## src/rtl/pow2_sched_pkg.sv

```systemverilog
// Shared types and default sizing for the pow2 node scheduler.
package pow2_sched_pkg;
  localparam int BWIDTH_D = 4;
  localparam int UWIDTH_D = 2;
  localparam int NREQ_D   = 4;
  localparam int SUM_W_D  = 8;
  localparam int BEAT_W_D = 8;

  typedef enum logic [1:0] {
    IDLE   = 2'd0,
    STREAM = 2'd1,
    RESULT = 2'd2
  } state_t;
endpackage

```

## src/rtl/rr_arbiter.sv

```systemverilog
// Round-robin picker: first requester after last_grant (wrapping) wins.
module rr_arbiter #(
  parameter int NREQ = 4,
  parameter int IDW  = 2
) (
  input  logic [NREQ-1:0] req,
  input  logic [IDW-1:0]  last_grant,
  output logic [NREQ-1:0] grant,
  output logic [IDW-1:0]  grant_id,
  output logic            any
);
  always_comb begin
    int c;
    logic [IDW-1:0] ci;
    grant    = '0;
    grant_id = '0;
    any      = 1'b0;
    for (int k = 1; k <= NREQ; k++) begin
      c  = (int'(last_grant) + k) % NREQ;
      ci = IDW'(c);
      if (!any && req[ci]) begin
        any       = 1'b1;
        grant[ci] = 1'b1;
        grant_id  = ci;
      end
    end
  end
endmodule

```

## src/rtl/pow2_node_scheduler.sv

```systemverilog
// Time-shares one combinational node among NREQ streaming requesters,
// accumulating node results per job with saturation.
module pow2_node_scheduler
  import pow2_sched_pkg::*;
#(
  parameter int BWIDTH = BWIDTH_D,
  parameter int UWIDTH = UWIDTH_D,
  parameter int NREQ   = NREQ_D,
  parameter int SUM_W  = SUM_W_D,
  parameter int BEAT_W = BEAT_W_D,
  localparam int IDW   = (NREQ > 1) ? $clog2(NREQ) : 1
) (
  input  logic                   clk,
  input  logic                   rst_n,
  input  logic [NREQ-1:0]        req_valid,
  input  logic [NREQ*BWIDTH-1:0] req_x,
  input  logic [NREQ-1:0]        req_last,
  output logic [NREQ-1:0]        req_ready,
  output logic [BWIDTH-1:0]      node_x,
  input  logic [BWIDTH-1:0]      node_y,
  output logic                   res_valid,
  input  logic                   res_ready,
  output logic [IDW-1:0]         res_id,
  output logic [SUM_W-1:0]       res_sum,
  output logic [BEAT_W-1:0]      res_beats,
  output logic                   res_sat
);
  if (UWIDTH != 2 || SUM_W < BWIDTH) begin : g_bad_params
    $error("pow2_node_scheduler: unsupported UWIDTH/SUM_W");
  end

  state_t            state, state_nxt;
  logic [IDW-1:0]    id, last_grant, arb_id;
  logic [NREQ-1:0]   grant_oh, arb_grant;
  logic              arb_any;
  logic [SUM_W-1:0]  sum;
  logic [BEAT_W-1:0] beats;
  logic              sat;
  logic [BWIDTH-1:0] sel_x;
  logic              sel_valid, sel_last, accept;
  logic [SUM_W:0]    sum_ext;
  logic [BEAT_W:0]   beats_ext;

  rr_arbiter #(.NREQ(NREQ), .IDW(IDW)) u_arb (
    .req       (req_valid),
    .last_grant(last_grant),
    .grant     (arb_grant),
    .grant_id  (arb_id),
    .any       (arb_any)
  );

  always_comb begin
    sel_x     = '0;
    sel_valid = 1'b0;
    sel_last  = 1'b0;
    for (int i = 0; i < NREQ; i++) begin
      if (id == IDW'(i)) begin
        sel_x     = req_x[i*BWIDTH +: BWIDTH];
        sel_valid = req_valid[i];
        sel_last  = req_last[i];
      end
    end
  end

  // One extra bit on each adder exposes the saturation event directly.
  assign sum_ext   = {1'b0, sum} + {{(SUM_W+1-BWIDTH){1'b0}}, node_y};
  assign beats_ext = {1'b0, beats} + (BEAT_W+1)'(1);

  always_ff @(posedge clk or negedge rst_n) begin
    if (!rst_n) state <= IDLE;
    else        state <= state_nxt;
  end

  always_comb begin
    state_nxt = state;
    req_ready = '0;
    node_x    = '0;
    accept    = 1'b0;
    res_valid = 1'b0;
    res_id    = '0;
    res_sum   = '0;
    res_beats = '0;
    res_sat   = 1'b0;
    case (state)
      IDLE: if (arb_any) state_nxt = STREAM;
      STREAM: begin
        req_ready = grant_oh;
        accept    = sel_valid;
        if (accept) node_x = sel_x;
        if (accept && sel_last) state_nxt = RESULT;
      end
      RESULT: begin
        res_valid = 1'b1;
        res_id    = id;
        res_sum   = sum;
        res_beats = beats;
        res_sat   = sat;
        if (res_ready) state_nxt = IDLE;
      end
      default: state_nxt = IDLE;
    endcase
  end

  always_ff @(posedge clk or negedge rst_n) begin
    if (!rst_n) begin
      id         <= '0;
      grant_oh   <= '0;
      last_grant <= IDW'(NREQ-1);
      sum        <= '0;
      beats      <= '0;
      sat        <= 1'b0;
    end else begin
      if (state == IDLE && arb_any) begin
        id       <= arb_id;
        grant_oh <= arb_grant;
        sum      <= '0;
        beats    <= '0;
        sat      <= 1'b0;
      end
      if (accept) begin
        sum   <= sum_ext[SUM_W]    ? '1 : sum_ext[SUM_W-1:0];
        beats <= beats_ext[BEAT_W] ? '1 : beats_ext[BEAT_W-1:0];
        if (sum_ext[SUM_W] || beats_ext[BEAT_W]) sat <= 1'b1;
      end
      if (state == RESULT && res_ready) last_grant <= id;
    end
  end
endmodule

```

## config.mk

```make
export PLATFORM = sky130hd
export DESIGN_NAME = pow2_node_scheduler
export DESIGN_NICKNAME = d
export VERILOG_FILES = /design/src/rtl/pow2_sched_pkg.sv /design/src/rtl/rr_arbiter.sv /design/src/rtl/pow2_node_scheduler.sv
export SDC_FILE = /design/constraint.sdc
export NUM_CORES = 1
export LEC_CHECK = 0
export BUFFER_PORTS_ARGS = -buffer_cell sky130_fd_sc_hd__buf_2
export CAP_MARGIN = 30
export CELL_PAD_IN_SITES_DETAIL_PLACEMENT = 0
export CELL_PAD_IN_SITES_GLOBAL_PLACEMENT = 1
export CORE_MARGIN = 1
export CORE_UTILIZATION = 36
export DETAILED_ROUTE_END_ITERATION = 12
export GPL_ROUTABILITY_DRIVEN = 0
export PLACE_DENSITY_LB_ADDON = 0.12
export RECOVER_POWER = 25
export SLEW_MARGIN = 20
export SYNTH_ARGS = -nofsm -noshare
export SYNTH_HDL_FRONTEND = slang
export SYNTH_SLANG_ARGS = --single-unit
```

## constraint.sdc

```tcl
create_clock -name clk -period 2.4 [get_ports clk]
set_input_delay 0.24 -clock clk [delete_from_list [all_inputs] [get_ports clk]]
set_output_delay 0.24 -clock clk [all_outputs]
set_load 0.02 [all_outputs]
```

======== Word level (Yosys, flattened, before mapping) ========
Index checks and enable logic that the tools add are counted.
W data, S select, Z words.
storage, ports and cells
  output and inout bits ................... 28
  bits in registers ....................... 27
  word-level logic and storage cells ...... 111
cells by class
  add/subtract/negate cells ............... 6
  reduce and logical (&&, ||, !) cells .... 18
  order comparisons ....................... 8
  bitwise operators ....................... 3
  multiplexer cells ....................... 61
  equality and inequality tests ........... 8
operators with widths
  cell                   count
  $mux W8                7
  $mux W4                11
  $mux W1                26
  $mux W2                8
  $lt A2 B3 Y1 const B   4
  $or A4 B4 Y4           3
  $logic_and A1 B1 Y1    10
  $add A8 B1 Y9 const B  1
  $add A8 B4 Y9          1
  $bmux W1 S2            4
  $demux W1 S2           4
  $ge A2 B1 Y1 const B   4
  $eq A2 B2 Y1 const B   3
  $ne A2 B2 Y1 const B   3
  $pmux W2 S3            1
  $add A2 B1 Y2 const B  2
  $add A2 B2 Y2 const B  2
  $eq A2 B1 Y1 const B   2
  $logic_not A2 Y1       2
  $logic_not A1 Y1       3
  $reduce_and A3 Y1      1
  $reduce_bool A2 Y1     1
  $logic_or A1 B1 Y1     1

======== Logic depth before layout (Yosys ltp) ========
  word-level depth ........................ 17
  depth in mapped cells ................... 8
  depth with buffers taken out ............ 6

======== Cells and area by module ========
A second synthesis with hierarchy kept.
unflattened totals
  cells, all modules ...................... 279
  area, all modules ....................... 2424.8 um2
by module, submodules not included
  module               seq. area each (um2)  cells each  area each (um2)  instances
  pow2_node_scheduler  678.2                 193         1795.5           1
  rr_arbiter           0.0                   86          629.4            1

======== Least setup slack after synthesis ========
Ideal clock, no wire load.
  kind .................................... register -> register
  from .................................... reg last_grant[0]
  to ...................................... reg id[0]
  arrival time ............................ 2358 ps
  cell stages (with the launch flop) ...... 9
  required time ........................... 2305 ps
  setup time .............................. 95 ps
  clock period less this slack ............ 2454 ps
  path slack .............................. -54 ps
  cell sequence ........................... dfstp_2 -> buf_2 -> inv_1 -> ha_1 -> buf_1 -> mux4_2 -> nor2b_1 -> nor4_1 -> o31ai_1
on the way
  cells in the longest elaborated chain, start to end .. 14
ends and longest elaborated chain
  element                        line                        RTL
  start: declaration             pow2_node_scheduler.sv:33   logic [IDW-1:0] id, last_grant, arb_id;
  start signal: assignment       pow2_node_scheduler.sv:108  last_grant <= IDW'(NREQ-1);
  start signal: assignment       pow2_node_scheduler.sv:125  if (state == RESULT && res_ready) last_grant <= id;
  $add A2 B1 Y2                  rr_arbiter.sv:19            c = (int'(last_grant) + k) % NREQ;
  $bmux W1 S2                    rr_arbiter.sv:21            if (!any && req[ci]) begin
  $mux W1 (implied by the code)  rr_arbiter.sv:21
  $mux W1                        rr_arbiter.sv:21
  $logic_not A1 Y1               rr_arbiter.sv:21
  $logic_and A1 B1 Y1            rr_arbiter.sv:21
  $mux W1                        rr_arbiter.sv:21
  $logic_not A1 Y1               rr_arbiter.sv:21
  $logic_and A1 B1 Y1            rr_arbiter.sv:21
  $mux W1                        rr_arbiter.sv:21
  $logic_not A1 Y1               rr_arbiter.sv:21
  $logic_and A1 B1 Y1            rr_arbiter.sv:21
  $mux W1                        rr_arbiter.sv:21
  $logic_and A1 B1 Y1            pow2_node_scheduler.sv:113  if (state == IDLE && arb_any) begin
  end signal: assignment         pow2_node_scheduler.sv:114  id <= arb_id;
  end: declaration               pow2_node_scheduler.sv:33
Several ways; a longest one is shown, not always the timed one. The select of a mux whose other input is x is not followed.
A chain may end at the register's enable or synchronous reset.

======== Worst setup path in the final report ========
  from .................................... reg last_grant[0]
  to ...................................... reg grant_oh[1]
on the way
  cells in the longest elaborated chain, start to end .. 14
ends and longest elaborated chain
  element                                                                line                        RTL
  parallel branches: the longest is 14 deep, another holds $lt A2 B3 Y1  n/a
  end signal: assignment                                                 pow2_node_scheduler.sv:115  grant_oh <= arb_grant;
  end: declaration                                                       pow2_node_scheduler.sv:34   logic [NREQ-1:0] grant_oh, arb_grant;
Several ways; the timed one is not identified. The select of a mux whose other input is x is not followed.

==> flow_results.xml <==
<?xml version="1.0" encoding="UTF-8"?>
<metrics>
  <group name="status">
    <metric name="status" unit="">finished with violations</metric>
    <metric name="failing_checks" unit="">max-capacitance violations, max-slew violations</metric>
  </group>
  <group name="timing">
    <metric name="rsz0062_at_grt" unit="">false</metric>
    <metric name="timing.final.hold_violations" unit="">0</metric>
    <metric name="period_share" unit="%">90.71</metric>
    <metric name="maxClockFrequency" unit="GHz">0.4593</metric>
    <metric name="tightestPinTransition" unit="ps">1520</metric>
    <metric name="setup-tns-final" unit="ps">0</metric>
    <metric name="timing_max_transition_violations_final" unit="">28</metric>
    <metric name="post-route-min-period" unit="ps">2177</metric>
    <metric name="hold_slack" unit="ps">161.2</metric>
    <metric name="slew-limit-headroom" unit="%">-1.308</metric>
    <metric name="worst_clock_skew" unit="ps">6.880</metric>
    <metric name="setup_viol" unit="">0</metric>
  </group>
  <group name="global_routing">
    <metric name="grt_max_degree" unit="">28</metric>
    <metric name="grt_first_pass_wirelength" unit="µm">9639</metric>
    <metric name="number_of_global_route_vias_before_repair" unit="">2085</metric>
    <metric name="grt_antenna_before_repair" unit="">0</metric>
    <metric name="track_usage" unit="%">18.79</metric>
    <metric name="grt_remaining_overflow" unit="">0</metric>
  </group>
  <group name="yosys">
    <metric name="yosys.area_share.simple" unit="%">21.91</metric>
    <metric name="edff_count_synth" unit="">0</metric>
    <metric name="synth.top_cell.area_share" unit="%">27.81</metric>
    <metric name="synth_warnings" unit="">0</metric>
    <metric name="synth.net_count" unit="">279</metric>
    <metric name="synthAdderAreaFrac" unit="%">8.120</metric>
    <metric name="asyncSetResetFlopFracSynth" unit="%">100.0</metric>
    <metric name="multiplexer_share_of_the_synthesized_area" unit="%">13.52</metric>
    <metric name="synth-main-ff-cell" unit="">sky130_fd_sc_hd__dfrtp_1</metric>
    <metric name="synth.cell_area" unit="mm²">0.002250</metric>
    <metric name="cell_types_with_the_largest_area_share_after_synthesis" unit="">sky130_fd_sc_hd__dfrtp_1 (28%), sky130_fd_sc_hd__ha_1 (7.2%), sky130_fd_sc_hd__and2_1 (7.0%)</metric>
    <metric name="synth_seq_area_share" unit="%">30.14</metric>
    <metric name="synth_top_cells_by_count" unit="">sky130_fd_sc_hd__and2_1 (25), sky130_fd_sc_hd__dfrtp_1 (25), sky130_fd_sc_hd__a21oi_1 (19)</metric>
    <metric name="synth-seq-cells" unit="">27</metric>
    <metric name="synthDistinctLibCells" unit="">51</metric>
    <metric name="yosys.area_share.xor_xnor" unit="%">0.3893</metric>
    <metric name="synth_top_area_cell" unit="">sky130_fd_sc_hd__dfrtp_1</metric>
    <metric name="syn-instance-count" unit="">234</metric>
    <metric name="synth_top_family_by_area" unit="">simple AND/OR/NAND/NOR gates</metric>
    <metric name="post_synth.cell_area_avg" unit="µm²">9.614</metric>
    <metric name="synth_compound_area_share" unit="%">21.02</metric>
  </group>
  <group name="die">
    <metric name="dieHeight" unit="µm">81.05</metric>
    <metric name="boundaryPins" unit="">59</metric>
    <metric name="core_area" unit="mm²">0.005991</metric>
    <metric name="initial_utilization" unit="%">37.55</metric>
    <metric name="die_area" unit="mm²">0.006569</metric>
    <metric name="dieWidth" unit="µm">81.05</metric>
    <metric name="placementRows" unit="">28</metric>
  </group>
  <group name="critical_path">
    <metric name="arrival" unit="ps">2390</metric>
    <metric name="critPathTopFamily" unit="">compound AO/OA/AOI/OAI gates</metric>
    <metric name="timing.critical_path.slowest_stage_cell" unit="">sky130_fd_sc_hd__dfstp_2</metric>
    <metric name="register_to_register_path_depth" unit="">6</metric>
    <metric name="worstPathMaxFanout" unit="">8</metric>
    <metric name="critical_path_class" unit="">register to register</metric>
    <metric name="endpoint_kind" unit="">register</metric>
    <metric name="timing.critical_path.depth" unit="">6</metric>
    <metric name="max_stage_delay" unit="ps">540</metric>
    <metric name="cp-start-kind" unit="">register</metric>
    <metric name="path_cells" unit="">inv_1 -&gt; ha_1 -&gt; or3b_2 -&gt; a21oi_1 -&gt; o211ai_1 -&gt; a31oi_1</metric>
    <metric name="cp.buffers_inverters" unit="">1</metric>
    <metric name="crit_required" unit="ps">2610</metric>
  </group>
  <group name="drt">
    <metric name="drt-wirelength-per-cell" unit="µm">15.04</metric>
    <metric name="wl" unit="µm">5459</metric>
    <metric name="vias" unit="">1999</metric>
    <metric name="antenna_violating_nets_post_route" unit="">0</metric>
    <metric name="remaining_drc_errors" unit="">0</metric>
    <metric name="detail_route.vias_per_cell" unit="">5.507</metric>
    <metric name="firstDrtPassIters" unit="">4</metric>
    <metric name="drt_initial_violations" unit="">69</metric>
  </group>
  <group name="worst_hold_path">
    <metric name="hold_path_depth" unit="">2</metric>
    <metric name="worst_hold_path_type" unit="">primary input to register</metric>
  </group>
  <group name="placement">
    <metric name="numPortBuffers" unit="">58</metric>
    <metric name="dp_hpwl" unit="µm">4139</metric>
  </group>
  <group name="final_layout">
    <metric name="diodes" unit="">0</metric>
    <metric name="fin_nets" unit="">334</metric>
    <metric name="fill_cells" unit="">595</metric>
    <metric name="areaGrowthSynthToFinish" unit="%">18.52</metric>
    <metric name="final_layout_size_suffix_gt1_share" unit="%">30.56</metric>
    <metric name="final_core_utilization" unit="%">44.51</metric>
  </group>
  <group name="run">
    <metric name="maxCapViolCount" unit="">1</metric>
  </group>
  <group name="clock_network">
    <metric name="worst_skew_pair.late_latency" unit="ps">280</metric>
    <metric name="cts_root_buf" unit="">sky130_fd_sc_hd__clkbuf_8</metric>
    <metric name="cts-buffers-inserted" unit="">3</metric>
    <metric name="tritoncts_num_sinks" unit="">27</metric>
    <metric name="cts.path.max_buffers" unit="">2</metric>
    <metric name="clock_tree.htree_level_count" unit="">1</metric>
    <metric name="post-cts-setup-buffers" unit="">0</metric>
    <metric name="worst_setup_hold_path_clk_slew" unit="ps">100</metric>
    <metric name="cts_tree" unit="">done</metric>
  </group>
  <group name="power">
    <metric name="peakVddDrop" unit="µV">545.0</metric>
    <metric name="power_per_cell_area" unit="mW/mm²">1022</metric>
    <metric name="power.static_leakage" unit="nW">1.275</metric>
  </group>
</metrics>
==> layer usage <==
metal,up-vias,routed length (µm),track usage (%)
li1,992,-,-
met1,967,2423,21.82
met2,35,2869,35.97
met3,5,116,1.910
met4,0,49,5.357
met5,-,0,0
==> final timing paths <==
kind                               start           to  slack [ps]
max                        last_grant[0]  grant_oh[1]         220
min                            res_ready     state[1]         160
max reg2reg                last_grant[0]  grant_oh[1]         220
min reg2reg                          sat          sat         480
max in group asynchronous          rst_n     beats[1]         660
min in group asynchronous          rst_n       sum[7]         860
==> worst register-to-register path, stage by stage (launching register included) <==
cell and delay [ps]:
sky130_fd_sc_hd__dfstp_2 540, sky130_fd_sc_hd__inv_1 100, sky130_fd_sc_hd__ha_1 420, sky130_fd_sc_hd__or3b_2 470
sky130_fd_sc_hd__a21oi_1 280, sky130_fd_sc_hd__o211ai_1 130, sky130_fd_sc_hd__a31oi_1 170
==> flip-flops by register name, indices dropped and copies added, names as in the netlist <==
name / cells
beats: 8
id: 2
grant_oh: 4
last_grant: 2
sum: 8
sat: 1
state: 2
==> cell usage in the layout (no fill, tap or decap), types with 2 or more instances in the layout <==
cell and n:
sky130_fd_sc_hd__mux4_1 5, sky130_fd_sc_hd__nor3_1 4, sky130_fd_sc_hd__nor2b_1 2, sky130_fd_sc_hd__o211ai_1 5, sky130_fd_sc_hd__clkbuf_8 3, sky130_fd_sc_hd__inv_1 7
sky130_fd_sc_hd__a41oi_1 2, sky130_fd_sc_hd__dfstp_2 2, sky130_fd_sc_hd__o21ai_0 7, sky130_fd_sc_hd__a221oi_1 4, sky130_fd_sc_hd__a21boi_0 2, sky130_fd_sc_hd__a311oi_1 3
sky130_fd_sc_hd__a31oi_1 5, sky130_fd_sc_hd__o31ai_1 2, sky130_fd_sc_hd__nand2_1 14, sky130_fd_sc_hd__a211o_1 2, sky130_fd_sc_hd__nand3_1 3, sky130_fd_sc_hd__mux4_2 3
sky130_fd_sc_hd__or3b_2 5, sky130_fd_sc_hd__and2_1 25, sky130_fd_sc_hd__and3_1 9, sky130_fd_sc_hd__nand3b_1 3, sky130_fd_sc_hd__and4_1 2, sky130_fd_sc_hd__a211oi_1 5
sky130_fd_sc_hd__nor2_1 9, sky130_fd_sc_hd__mux2i_1 6, sky130_fd_sc_hd__a21oi_1 18, sky130_fd_sc_hd__buf_4 7, sky130_fd_sc_hd__a21o_1 4, sky130_fd_sc_hd__mux2_2 4
sky130_fd_sc_hd__ha_1 13, sky130_fd_sc_hd__dfrtp_1 25, sky130_fd_sc_hd__buf_2 57
==> logic make-up (layout without fill, tap and decap cells) <==
group,count (synthesis),after routing
AND/OR/NAND/NOR,84,84
AO/OA/AOI/OAI,67,67
flip-flops,27,27
buffers and inverters,23,77
multiplexers,18,18
adder cells (fa/ha/maj),14,14
XOR/XNOR,1,1
==> report_power, final <==
part	internal [mW]	switching [mW]
Sequential	0.620	0.169
Clock	0.118	0.153
Combinational	0.722	0.942
==> cell type report <==
type	count	area, µm²	share of cell area, %
Clock buffer	3	41.29	1.549
Clock inverter	1	7.507	0.2816
Inverter	7	26.28	0.9855
Multi-Input combinational cell	184	1468	55.04
Sequential cell	27	678.2	25.43
Tap cell	75	93.84	3.519
Timing Repair Buffer	66	351.6	13.19
==> through the flow <==
step,std cells,power [mW],setup slack [ps],cell area [µm²]
after global routing,363,3.005,105.5,2666
after global placement,358,2.483,255.3,2609
final,363,2.724,223.0,2666
after CTS,363,2.761,231.0,2668
after floorplan,234,2.056,-0.3129,2256
after detailed placement,358,2.480,244.0,2609
==> timing repair <==
item | in CTS | in global routing
endpoints found under the setup margin | 0 | 0
hold buffers | 1 | 0
gates resized for setup | 0 | 0
endpoints found under the hold margin | 16 | 0
Note: power is estimated with default switching activity, not from simulation.
